==> src/rtl/mem_arbiter.sv <==
// Fetch/data arbiter onto a single-port RAM; each transaction is IDLE -> ACC -> RESP.
// Define MEM_ARB_ROUND_ROBIN_EN for round-robin tie-breaking (default: fixed data priority).
module mem_arbiter #(
    parameter int unsigned DATA_SIZE    = 32,
    parameter int unsigned ADDRESS_SIZE = 16
) (
    input  logic                    clk,
    input  logic                    reset,
    input  logic                    f_req,
    input  logic [ADDRESS_SIZE-1:0] f_addr,
    output logic                    f_ack,
    output logic [DATA_SIZE-1:0]    f_rdata,
    input  logic                    d_req,
    input  logic                    d_rw,
    input  logic [ADDRESS_SIZE-1:0] d_addr,
    input  logic [DATA_SIZE-1:0]    d_wdata,
    output logic                    d_ack,
    output logic [DATA_SIZE-1:0]    d_rdata,
    output logic                    ram_enable,
    output logic                    ram_read_write,
    output logic [ADDRESS_SIZE-1:0] ram_address,
    output logic [DATA_SIZE-1:0]    ram_wdata,
    input  logic [DATA_SIZE-1:0]    ram_rdata
);

    typedef enum logic [1:0] {
        IDLE  = 2'd0,
        F_ACC = 2'd1,
        D_ACC = 2'd2,
        RESP  = 2'd3
    } state_t;

    state_t                  r_state;
    state_t                  w_next_state;
    logic                    w_grant_f;
    logic                    w_grant_d;

    logic                    r_ram_enable;
    logic                    r_ram_read_write;
    logic [ADDRESS_SIZE-1:0] r_ram_address;
    logic [DATA_SIZE-1:0]    r_ram_wdata;
    logic                    r_f_ack;
    logic                    r_d_ack;
    logic [DATA_SIZE-1:0]    r_f_rdata;
    logic [DATA_SIZE-1:0]    r_d_rdata;

    logic                    w_ram_enable;
    logic                    w_ram_read_write;
    logic [ADDRESS_SIZE-1:0] w_ram_address;
    logic [DATA_SIZE-1:0]    w_ram_wdata;
    logic                    w_f_ack;
    logic                    w_d_ack;
    logic                    w_f_load;
    logic                    w_d_load;

`ifdef MEM_ARB_ROUND_ROBIN_EN
    // r_last_d: 1 when data was the most recent grant, 0 when fetch was
    logic r_last_d;

    always_comb begin
        w_grant_d = d_req & (~f_req | ~r_last_d);
        w_grant_f = f_req & ~w_grant_d;
    end

    always_ff @(posedge clk or posedge reset) begin
        if (reset) begin
            r_last_d <= 1'b0;
        end else if ((r_state == IDLE) && (w_grant_f || w_grant_d)) begin
            r_last_d <= w_grant_d;
        end
    end
`else
    always_comb begin
        w_grant_d = d_req;
        w_grant_f = f_req & ~d_req;
    end
`endif

    always_ff @(posedge clk or posedge reset) begin
        if (reset) begin
            r_state <= IDLE;
        end else begin
            r_state <= w_next_state;
        end
    end

    always_comb begin
        w_next_state = r_state;
        case (r_state)
            IDLE: begin
                if (w_grant_d) begin
                    w_next_state = D_ACC;
                end else if (w_grant_f) begin
                    w_next_state = F_ACC;
                end
            end
            F_ACC, D_ACC: w_next_state = RESP;
            default:      w_next_state = IDLE;
        endcase
    end

    // Next values of the registered outputs; the ram_* registers double as the operand latch
    always_comb begin
        w_ram_enable     = 1'b0;
        w_ram_read_write = 1'b0;
        w_ram_address    = '0;
        w_ram_wdata      = '0;
        w_f_ack          = 1'b0;
        w_d_ack          = 1'b0;
        w_f_load         = 1'b0;
        w_d_load         = 1'b0;
        case (r_state)
            IDLE: begin
                if (w_grant_d) begin
                    w_ram_enable     = 1'b1;
                    w_ram_read_write = d_rw;
                    w_ram_address    = d_addr;
                    w_ram_wdata      = d_wdata;
                end else if (w_grant_f) begin
                    w_ram_enable     = 1'b1;
                    w_ram_read_write = 1'b1;
                    w_ram_address    = f_addr;
                end
            end
            F_ACC: begin
                w_f_ack  = 1'b1;
                w_f_load = 1'b1;
            end
            D_ACC: begin
                w_d_ack  = 1'b1;
                w_d_load = r_ram_read_write;
            end
            default: ;
        endcase
    end

    always_ff @(posedge clk or posedge reset) begin
        if (reset) begin
            r_ram_enable     <= 1'b0;
            r_ram_read_write <= 1'b0;
            r_ram_address    <= '0;
            r_ram_wdata      <= '0;
            r_f_ack          <= 1'b0;
            r_d_ack          <= 1'b0;
            r_f_rdata        <= '0;
            r_d_rdata        <= '0;
        end else begin
            r_ram_enable     <= w_ram_enable;
            r_ram_read_write <= w_ram_read_write;
            r_ram_address    <= w_ram_address;
            r_ram_wdata      <= w_ram_wdata;
            r_f_ack          <= w_f_ack;
            r_d_ack          <= w_d_ack;
            if (w_f_load) begin
                r_f_rdata <= ram_rdata;
            end
            if (w_d_load) begin
                r_d_rdata <= ram_rdata;
            end
        end
    end

    assign ram_enable     = r_ram_enable;
    assign ram_read_write = r_ram_read_write;
    assign ram_address    = r_ram_address;
    assign ram_wdata      = r_ram_wdata;
    assign f_ack          = r_f_ack;
    assign d_ack          = r_d_ack;
    assign f_rdata        = r_f_rdata;
    assign d_rdata        = r_d_rdata;

endmodule
==> config.mk <==
export PLATFORM = sky130hd
export DESIGN_NAME = mem_arbiter
export DESIGN_NICKNAME = d
export VERILOG_FILES = /design/src/rtl/mem_arbiter.sv
export SDC_FILE = /design/constraint.sdc
export NUM_CORES = 1
export LEC_CHECK = 0
export CORE_ASPECT_RATIO = 1.25
export CORE_MARGIN = 4
export CORE_UTILIZATION = 41
export CTS_CLUSTER_SIZE = 40
export DETAILED_ROUTE_END_ITERATION = 10
export HOLD_SLACK_MARGIN = 0.03
export PLACE_DENSITY_LB_ADDON = 0.12
export REMOVE_ABC_BUFFERS = 1
export SYNTH_ARGS = -nofsm -noshare
export SYNTH_HDL_FRONTEND = slang
export SYNTH_SLANG_ARGS = --single-unit
==> constraint.sdc <==
create_clock -name clk -period 5 [get_ports clk]
set_input_delay 0.5 -clock clk [delete_from_list [all_inputs] [get_ports clk]]
set_output_delay 0.5 -clock clk [all_outputs]
set_load 0.02 [all_outputs]
# [After elaboration in Yosys (flattened, before gate mapping)]
# Cells that the tools add are included.
[word_totals] ff_bits=118 input_bits=101 out_inout_bits=116 elab_cells=32
[classes] n_eq_ne=3 n_mux=16 bitwise=2 reduce_logical=2
[ops] operator="$mux 32" n=2
[ops] operator="$mux 16" n=3
[ops] operator="$mux 1" n=8
[ops] operator="$mux 2" n=2
[ops] operator="$pmux 2 s2" n=1
[ops] operator="$ne 3x3->1 const B" n=1
[ops] operator="$eq 2x1->1 const B" n=1
[ops] operator="$eq 2x2->1 const B" n=1
[ops] operator="$logic_not 2->1" n=1
[ops] operator="$reduce_or 2->1" n=1
[ops] operator="$and 1x1->1" n=1
[ops] operator="$not 1->1" n=1

# [Longest topological paths before layout]
# Gate-level depths: netlist of the first run.
[depth] ltp_word=5 depth_mapped=6 depth_no_buf=5

# [Least setup slack after synthesis of the first run]
# Ideal clock, no wire load.
[synth_path] path_kind="reg-to-reg" from="register r_state[0]" to="register r_d_rdata[0], in the netlist d_rdata[0]" setup_ns=0.125 arrival_time_ns=1.280 t_required_ns=4.875 slack_ns=3.595 path_stages_with_launch=6 path_buffers=1 synth_period_minus_slack_ns=1.405 cell_sequence="dfrtp_1 inv_1 ha_1 nand2_1 buf_6 mux2_2"
[synth_between] elab_chain_len=2
[synth_rtl] item="start: declaration" line_no="33" source="state_t r_state;"
[synth_rtl] item="start signal: assignment" line_no="83" source="r_state <= w_next_state;"
[synth_rtl] item="$eq 2x2->1" line_no="112" source="case (r_state)"
[synth_rtl] item="$mux 1" line_no="112"
[synth_rtl] item="end signal: assignment" line_no="158" source="r_d_rdata <= ram_rdata;"
[synth_rtl] item="end: declaration" line_no="45" source="logic [DATA_SIZE-1:0] r_d_rdata;"
# No other way between the ends.
# A chain may end at the register's enable or synchronous reset.

# [Worst setup path after layout of the first run]
[layout_path] from="register r_d_rdata[0], in the netlist d_rdata[0]" to="output d_rdata[0]"
[layout_rtl] item="end: declaration" line_no="18" source="output logic [DATA_SIZE-1:0] d_rdata,"
# No word-level cell between the ends.

==> results.toml, run 1 <==
[run_status]
outcome = "completed"

[critical_path]
reg2reg_depth = 5
crit_path_max_incr_delay_ns = 0.62
timing.rr.end = "d_rdata[19]"
worstSetupEndpoint = "d_rdata[0]"
worstReg2RegStart = "r_state[0]"
rrSetupSlack_ns = 3.33
crit_chain = "clkdlybuf4s50_1"
crit_fanout = 2
slowest_stage = "clkdlybuf4s50_1"
worst-setup-path-type = "reg -> out"
crit_cells = 1
cp-startpoint = "d_rdata[0]"
crit_path_end_kind = "output pin"
cp.required_ns = 4.50
crit_family = "buffers and inverters"
arrival_ns = 1.39
crit_buf_inv = 1
start_kind = "flop"

[routing]
routedWlPerCell_microns = 17.08
vias = 3126
drtIter0Drc = 81
drc = 0
ant_nets = 0
dr.pass1.iters = 4
vias_per_cell = 4.802
wirelength_microns = 11120

[floorplan]
die_h_microns = 124.7
dieWidth_microns = 101.4
core_area_sq_um = 10620
dieArea_sq_um = 12640
rows = 42
pin_count = 217
initial_core_util_pct = 42.08

[synthesis]
async_flop_share_pct = 100.0
syn_area_sq_um = 4467
syn_area_per_cell_sq_um = 15.56
synth-seq-cells = 118
synth_top_area_share_pct = 66.11
synth.largest_area_cell = "dfrtp_1"
synth-edff-count = 0
yosys-top-cells-area = "dfrtp_1, mux2_2, and3_1"
synthFlopType = "dfrtp_1"
synthTopCellsByCount = "dfrtp_1, mux2_2, and3_1"
yosysUniqueCellTypes = 26
synth.most_common_cell = "dfrtp_1"
yosysSeqAreaShare_pct = 66.11
yosysWarnings = 0
synth_cells = 287

[power]
cellInternalPower_mw = 3.279
leakage_nw = 3.234
pwr-share-clk_pct = 28.5
p_sw_share_pct = 31.04
peakVddDrop_uv = 290.4
power_density_nw_per_um2 = 647.2
combPwrFrac_pct = 40.1
power_frac_seq_pct = 31.3
power.switching_mw = 1.476

[timing]
finalSetupTns_ns = 0
worst_slew_pin_slew_ns = 1.004
post-route-period-util_pct = 37.72
period_needed_ns = 1.886
skew_ns = 0.004699
finalSetupViolCount = 0
fmax_mhz = 530.2
finalHoldViolations = 0
whs_ns = 0.4920
slew-limit-headroom_pct = 33.04
report.final.slew_viol_count = 0
rsz0062_at_grt = "no"

[place]
detailedPlacementHpwl_microns = 7998
place_inst = 619
io_buffers = 216
gp_congestion = 0.7331

[global_route]
met2_usage_pct = 28.78
antenna_found_initial = 0
grt.total_usage_pct = 17.99
use_met1_pct = 19.73
gr-total-overflow = 0
grt_pass1_wl_microns = 17340
grt_max_degree = 85
gr-usage-met3_pct = 10.53
grt_pass1_vias = 3311
grt_busiest_layer = "met2"

[clock_network]
clockBufferDepth = 2
cts_tree = "done"
cts_sinks = 118
postCtsSetupRepairBufs = 0
clock_latency_ns = 0.40
clock-root-buffer = "clkbuf_16"
cts_buffers = 17
postCtsHoldBufs = 0
cts_resized = 0
clkTransAtPathRegs_ns = 0.05
htreeDepth = 4

[finish]
area_delta_synth_final_pct = 64.45
drive_above_1_share_pct = 23.12
instances_no_fill = 651
final_nets = 611
final_core_util_pct = 69.20
antennaDiodeCount = 0

[hold_path]
hold_class = "reg -> reg"

[job]
drv_cap = 0
==> placed cells by master, fill, tap and decap left out <==
cell | synthesis | final
clkinvlp_4 | 0 | 3
a22oi_1 | 8 | 8
buf_4 | 6 | 4
clkinv_2 | 0 | 3
dfrtp_1 | 118 | 118
and3_1 | 32 | 32
nor2_1 | 1 | 1
inv_6 | 0 | 1
clkdlybuf4s50_1 | 0 | 215
inv_1 | 3 | 2
nor3b_1 | 1 | 1
clkbuf_8 | 0 | 1
mux2_2 | 62 | 62
nand2_1 | 1 | 1
nand2b_1 | 1 | 1
clkbuf_1 | 8 | 1
mux2_1 | 2 | 2
a21oi_2 | 1 | 1
a21o_1 | 1 | 1
o21a_1 | 1 | 1
a21oi_1 | 1 | 1
o21ai_0 | 1 | 1
bufinv_16 | 0 | 6
clkbuf_16 | 0 | 17
nor2b_1 | 8 | 8
ha_1 | 4 | 4
buf_2 | 0 | 1
nor2b_4 | 1 | 1
nand3b_1 | 1 | 1
a22oi_2 | 9 | 9
nor2b_2 | 10 | 10
inv_4 | 0 | 1
==> routing by layer <==
layer  vias up  share of wire [%]
met3        13                 13
met1      1515                 37
met5         -                  0
li1       1442                  -
met2       156                 49
met4         0                1.2
==> flip-flops by register name, summed over array words and instances, names as in the netlist <==
name and flops:
d_ack 1, f_ack 1, ram_address 16, ram_read_write 1
f_rdata 32, d_rdata 32, ram_wdata 32, r_state 2
ram_enable 1
==> final cells by class <==
class                   count  area (sq um)
fillers                   783          3269
flip-flops and latches    118          2953
repair buffers            220          2187
multi-input cells         146          1358
clock buffers              19         442.9
clock inverters            13         226.5
well taps                 132         165.2
inverters                   3         13.76
==> power groups by stage <==
stage | logic, mW | clock network [mW] | registers [mW]
after floorplan | 0.537 | 0 | 1.93
after global placement | 1.91 | 0 | 1.49
after detailed placement | 1.93 | 0 | 1.51
after CTS | 1.94 | 1.38 | 1.50
after global routing | 2.02 | 1.43 | 1.54
final | 1.91 | 1.36 | 1.49
==> worst min-delay path by stage <==
stage,from,depth (start not counted),to,slack [ns]
4_1_cts,f_rdata[6],1,f_rdata[6],0.49
2_1_floorplan,r_state[1],2,r_state[1],0.53
5_1_grt,f_rdata[6],1,f_rdata[6],0.51
6_report,f_rdata[6],1,f_rdata[6],0.49
3_5_place_dp,f_rdata[6],1,f_rdata[6],0.48
3_3_place_gp,f_rdata[6],1,f_rdata[6],0.47
==> logic make-up (layout without fill, tap and decap cells) <==
logic type / after synthesis / after routing / share of synthesized area, %
buffers and inverters: 23 / 255 / 3.501
adder cells (fa/ha/maj): 4 / 4 / 1.120
multiplexers: 64 / 64 / 16.13
AO/OA/AOI/OAI: 22 / 22 / 4.622
AND/OR/NAND/NOR: 56 / 56 / 8.515
flip-flops: 118 / 118 / 66.11
==> through the flow <==
stage / cell area, sq um / total power, mW / setup slack (ns)
3_5_place_dp: 6676 / 3.442 / 2.762
3_3_place_gp: 6676 / 3.397 / 2.785
2_1_floorplan: 4322 / 2.464 / 1.371
6_report: 7346 / 4.754 / 3.114
5_1_grt: 7346 / 4.990 / 2.994
4_1_cts: 7346 / 4.825 / 3.081
(Power assumes the default switching activity.)
==> run 2, diff against run 1 <==
--- a/config.mk
+++ b/config.mk
@@ -7,7 +7,7 @@
 export LEC_CHECK = 0
 export CORE_ASPECT_RATIO = 1.25
 export CORE_MARGIN = 4
-export CORE_UTILIZATION = 41
+export CORE_UTILIZATION = 37
 export CTS_CLUSTER_SIZE = 40
 export DETAILED_ROUTE_END_ITERATION = 10
 export HOLD_SLACK_MARGIN = 0.03
==> constraint.sdc (replaced) <==
create_clock -name clk -period 1.6 [get_ports clk]
set_input_delay 0.16 -clock clk [delete_from_list [all_inputs] [get_ports clk]]
set_output_delay 0.16 -clock clk [all_outputs]
set_load 0.02 [all_outputs]
==> run 2 against run 1 <==
- core utilization decreased by 5.5 points
- first-iteration DRC count shrank 28%
- non-clock buffer count increased by 9
- setup slack got worse by 3.1 ns
- die area increased by 10%
- design area grew 1.8%
- highest routed layer unchanged
- sequential cell count did not move
- largest cell class unchanged
- global-route usage is 1.7 points lower
==> results.toml, run 2 (same netlist as run 1, synthesis figures left out) <==
[floorplan]
dieArea_sq_um = 13910
core_area_sq_um = 11730
dieWidth_microns = 106.3
rows = 44
die_h_microns = 130.8
pin_count = 217
initial_core_util_pct = 38.09

[routing]
ant_nets = 0
wirelength_microns = 11210
drc = 0
vias = 3164
vias_per_cell = 4.599
dr.pass1.iters = 4
drtIter0Drc = 58
routedWlPerCell_microns = 16.29

[timing]
period_needed_ns = 1.542
whs_ns = 0.1821
fmax_mhz = 648.5
report.final.slew_viol_count = 0
slew-limit-headroom_pct = 79.47
finalSetupViolCount = 0
post-route-period-util_pct = 96.37
finalHoldViolations = 0
setup_slack_ns = 0.05800
rsz0062_at_grt = "no"
worst_slew_pin_slew_ns = 0.3080
skew_ns = 0.006239

[place]
io_buffers = 216
detailedPlacementHpwl_microns = 8224
dpl_cell_area_sq_um = 6835
gp_congestion = 0.6992
pre_cts_ws_ns = 0.09644

[critical_path]
cp.required_ns = 1.44
crit_buf_inv = 1
crit_chain = "clkdlybuf4s50_1"
arrival_ns = 1.38
rrSetupSlack_ns = 0.11
start_kind = "flop"
crit_fanout = 2
worst-setup-path-type = "reg -> out"
reg2reg_depth = 5
timing.rr.end = "d_rdata[31]"
crit_path_max_incr_delay_ns = 0.61
worstReg2RegStart = "r_state[0]"
crit_path_end_kind = "output pin"
crit_family = "buffers and inverters"
slowest_stage = "clkdlybuf4s50_1"

[clock_network]
cts_buffers = 17
cts_sinks = 118
clock-root-buffer = "clkbuf_16"
clockBufferDepth = 2
clkTransAtPathRegs_ns = 0.05
htreeDepth = 4
cts_tree = "done"
clock_latency_ns = 0.40
postCtsSetupRepairBufs = 0

[finish]
area_delta_synth_final_pct = 67.34
drive_above_1_share_pct = 23.53
final_nets = 620
final_common_cell = "clkdlybuf4s50_1"
final_cell_mix = "clkdlybuf4s50_1, dfrtp_1, mux2_2, and3_1, clkbuf_16"
antennaDiodeCount = 0
postLayoutCellArea_sq_um = 7475

[global_route]
antenna_found_initial = 0
grt_pass1_vias = 3418
grt_pass1_wl_microns = 17290
grt_max_degree = 50
gr-total-overflow = 0
grt.total_usage_pct = 16.28

[hold_path]
whs_endpoint = "ram_wdata[10]"
hold_class = "in -> reg"
hold_depth = 2
min_from = "d_req"

[power]
p_total_mw = 14.73
leakage_nw = 3.281
power_density_nw_per_um2 = 1971
peakVddDrop_uv = 703.7

[job]
drv_cap = 0

[run_status]
outcome = "completed"
[run 2: worst max path at each step]
| stage | start | endpoint | slack, ns | cells past startpoint |
|---|---|---|---|---|
| 6_report | d_rdata[9] | d_rdata[9] | 0.06 | 1 |
| 2_1_floorplan | reset | d_ack | -1.69 | 1 |
| 3_5_place_dp | r_state[0] | d_rdata[6] | 0.1 | 5 |
| 5_1_grt | ram_wdata[3] | ram_wdata[3] | 0.006 | 1 |
| 3_3_place_gp | r_state[0] | d_rdata[17] | 0.15 | 5 |
| 4_1_cts | ram_wdata[3] | ram_wdata[3] | 0.03 | 1 |
[run 2: metal layers]
metal | global-route usage (%) | wire, microns | vias up | part of all wire [%]
met4 | 6.479 | 145 | 0 | 1.3
met3 | 9.582 | 1561 | 12 | 14
met1 | 17.43 | 4087 | 1523 | 36
met5 | 0 | 0 | - | 0
met2 | 26.52 | 5413 | 165 | 48
li1 | - | - | 1464 | -
[run 2: final cells by class]
type / count / area, sq um
Clock buffer: 22 / 454.2
Sequential cell: 118 / 2953
Clock inverter: 9 / 175.2
Fill cell: 933 / 4252
Multi-Input combinational cell: 146 / 1358
Timing Repair Buffer: 229 / 2320
Inverter: 3 / 13.76
Tap cell: 161 / 201.4
[run 2: power by group]
group | internal, mW | total (mW) | switching [mW] | leakage [nW]
Combinational | 3.26 | 6.10 | 2.83 | 1.50
Sequential | 4.12 | 4.62 | 0.496 | 1.48
Clock | 2.79 | 4.02 | 1.23 | 0.300
Total | 10.2 | 14.7 | 4.56 | 3.28
[run 2: timing repair]
action | 4_1_cts | 5_1_grt
endpoints found under the hold margin | 3 | 0
resized for setup | 0 | 0
hold buffers | 1 | 0
[run 2: per-stage QoR]
| step | cells | setup TNS, ns | util, % |
|---|---|---|---|
| floorplan | 267 | -215.26 | - |
| global placement | 656 | 0 | 58.29 |
| detailed placement | 656 | 0 | 58.29 |
| CTS | 688 | 0 | 63.74 |
| global route | 688 | 0 | 63.74 |
| finish | 688 | 0 | 63.74 |
==> edit: new RTL, flow settings as in run 1 <==
Encoding of `state_t`: now one-hot (4 bits for 4 states).
--- a/src/rtl/mem_arbiter.sv
+++ b/src/rtl/mem_arbiter.sv
@@ -24,9 +24,9 @@
 );
 
-    typedef enum logic [1:0] {
-        IDLE  = 2'd0,
-        F_ACC = 2'd1,
-        D_ACC = 2'd2,
-        RESP  = 2'd3
+    typedef enum logic [3:0] {
+        IDLE  = 4'b0001,
+        F_ACC = 4'b0010,
+        D_ACC = 4'b0100,
+        RESP  = 4'b1000
     } state_t;
 
Check against the original RTL: no difference found for any inputs over 10 cycles, from zero or initial values and one cycle with reset high; not proved beyond that.
==> edit against run 1 <==
Critical endpoint is now f_rdata[0]$_DFFE_PP0N_; area after synthesis decreased by 2.4%; sequential share of layout area up 1.3 points; clock skew grew 0.0028 ns; critical path depth is 2 higher; worst setup slack worse by 0.19 ns; wire length down 3.1%; total power shrank 1.9%; count of clock-buffer cells in the layout up 3; sequential power is 3% higher; register-to-register slack worse by 0.41 ns; sequential cell count rose by 2; cell area down 1.6%.
==> edit: results (changes against run 1) <==
Status - completed
Syn Area/Cell - 16.6 um2 (+6.5%)
Max Root-Sink Buffers - 2 (unchanged)
Initial DRC Count - 95 (+17%)
Gp weighted congestion - 0.714 (-2.7%)
Setup bufs post-CTS - 0 (unchanged)
Yosys cell types - 22 (-15%)
Clock latency at the later pin of the worst-skew pair - 0.40 ns (about the same)
Critical-path top delay cell - nor4b_4
DR vias/cell - 4.84 (+0.78%)
Worst Max-Slew Pin Slew - 1.06 ns (+0.0585 ns)
Hold Path Class - register to register
Synth async-reset ratio - 100% (unchanged)
Seq/Total Area, Yosys - 68.9% (+2.8 points)
Via count of the first global-routing pass - 3351 (+1.2%)
IO Port Bufs - 216 (unchanged)
YS warnings - 0 (unchanged)
Largest net degree at the start of global routing - 91 (+7.1%)
Max VDD drop - 276 uV (-4.9%)
ANT cells - 0 (unchanged)
Total GRT Usage - 18.1% (+0.078 points)
Layout cell share with drive strength beyond 1 - 24.6% (+1.5 points)
Drt drc - 0 (unchanged)
First-pass iteration count of the detailed router - 4 (unchanged)
First-pass GRT wire length - 16.8 mm (-3.4%)
HPWL Detailed - 7.75 mm (-3.0%)
Drt total wl - 10.8 mm (-3.1%)
FILL cells - 745 (-4.9%)
Placed Area - 0.00660 mm2 (-1.1%)
Clk root buf - clkbuf_16
Nets - 588 (-3.8%)
Dpl cells - 597 (-3.6%)
Top post-synthesis cells by area - dfrtp_1, mux2_2, and3_1
Leakage - 3.26 nW (+0.77%)
Max FO, Critical Path - 25 (+23)
Worst Skew - 0.00751 ns (+0.00281 ns)
Htree depth - 4 (unchanged)
Synth cell count leaders - dfrtp_1, mux2_2, and3_1, a22o_2, clkbuf_1
Routed vias - 3039 (-2.8%)
CP max stage delay - 0.66 ns (+0.04 ns)
Cells resized by post-CTS repair - 0 (unchanged)
Fin area - 0.00723 mm2 (-1.6%)
Initial antenna violation count - 0 (unchanged)
CTS clk-pin slew, worst paths - 0.05 ns (about the same)
WP data arrival - 2.36 ns (+0.97 ns)
TritonCTS Buffers - 17 (unchanged)
edit: through the flow:
| stage | worst slack (ns) | hold slack [ns] |
|---|---|---|
| after floorplan | 1.32 | 0.559 |
| after global placement | 2.77 | 0.482 |
| after detailed placement | 2.73 | 0.489 |
| after CTS | 2.90 | 0.501 |
| after global routing | 2.80 | 0.524 |
| final | 2.92 | 0.500 |
edit: final timing paths:
check / start / endpoint / slack, ns / cells after the start
min: f_rdata[7]$_DFFE_PP0N_ / f_rdata[7]$_DFFE_PP0N_ / 0.50 / 1
max reg2reg: r_state[2]$_DFFE_PP0P_ / f_rdata[0]$_DFFE_PP0N_ / 2.92 / 3
max in group asynchronous: reset / r_state[0]$_DFFE_PP1P_ / 3.23 / 3
min reg2reg: f_rdata[7]$_DFFE_PP0N_ / f_rdata[7]$_DFFE_PP0N_ / 0.50 / 1
min in group asynchronous: reset / ram_wdata[5]$_DFF_PP0_ / 0.72 / 2
max: r_state[2]$_DFFE_PP0P_ / f_rdata[0]$_DFFE_PP0N_ / 2.92 / 3
edit: layer usage:
layer	track usage, %	vias up	part of all wire [%]
li1	-	1379	-
met1	19.4	1485	37
met2	28.8	163	49
met3	11.3	12	13
met4	6.91	0	1.5
met5	0	-	0
edit: area by class of cell:
class                      instances  share of cell area, %
sequential                       120                   41.5
timing repair buffer             220                   30.3
multi-input combinational        127                   17.1
clock buffer                      22                   6.70
tap                              129                   2.23
clock inverter                     9                   2.01
inverter                           1                 0.0865
edit: cell families after synthesis:
group,count (synthesis),synth area share [%]
DFF,120,68.9
and+or+nand+nor,45,7.98
buffers and inverters,16,2.70
AOI/OAI and AO/OA,18,3.90
muxes,64,16.5
edit: critical path, delay by kind of cell, from the launching register on:
kind | cells | cell delay [ns]
and+or+nand+nor | 1 | 0.66
DFF | 1 | 0.46
buffers and inverters | 1 | 0.45
muxes | 1 | 0.38
edit: where the power goes:
group | leakage, nW | switching, mW | internal, mW
clock | 0.316 | 0.396 | 0.879
sequential | 1.52 | 0.193 | 1.35
combinational | 1.42 | 0.866 | 0.980
total | 3.26 | 1.45 | 3.21
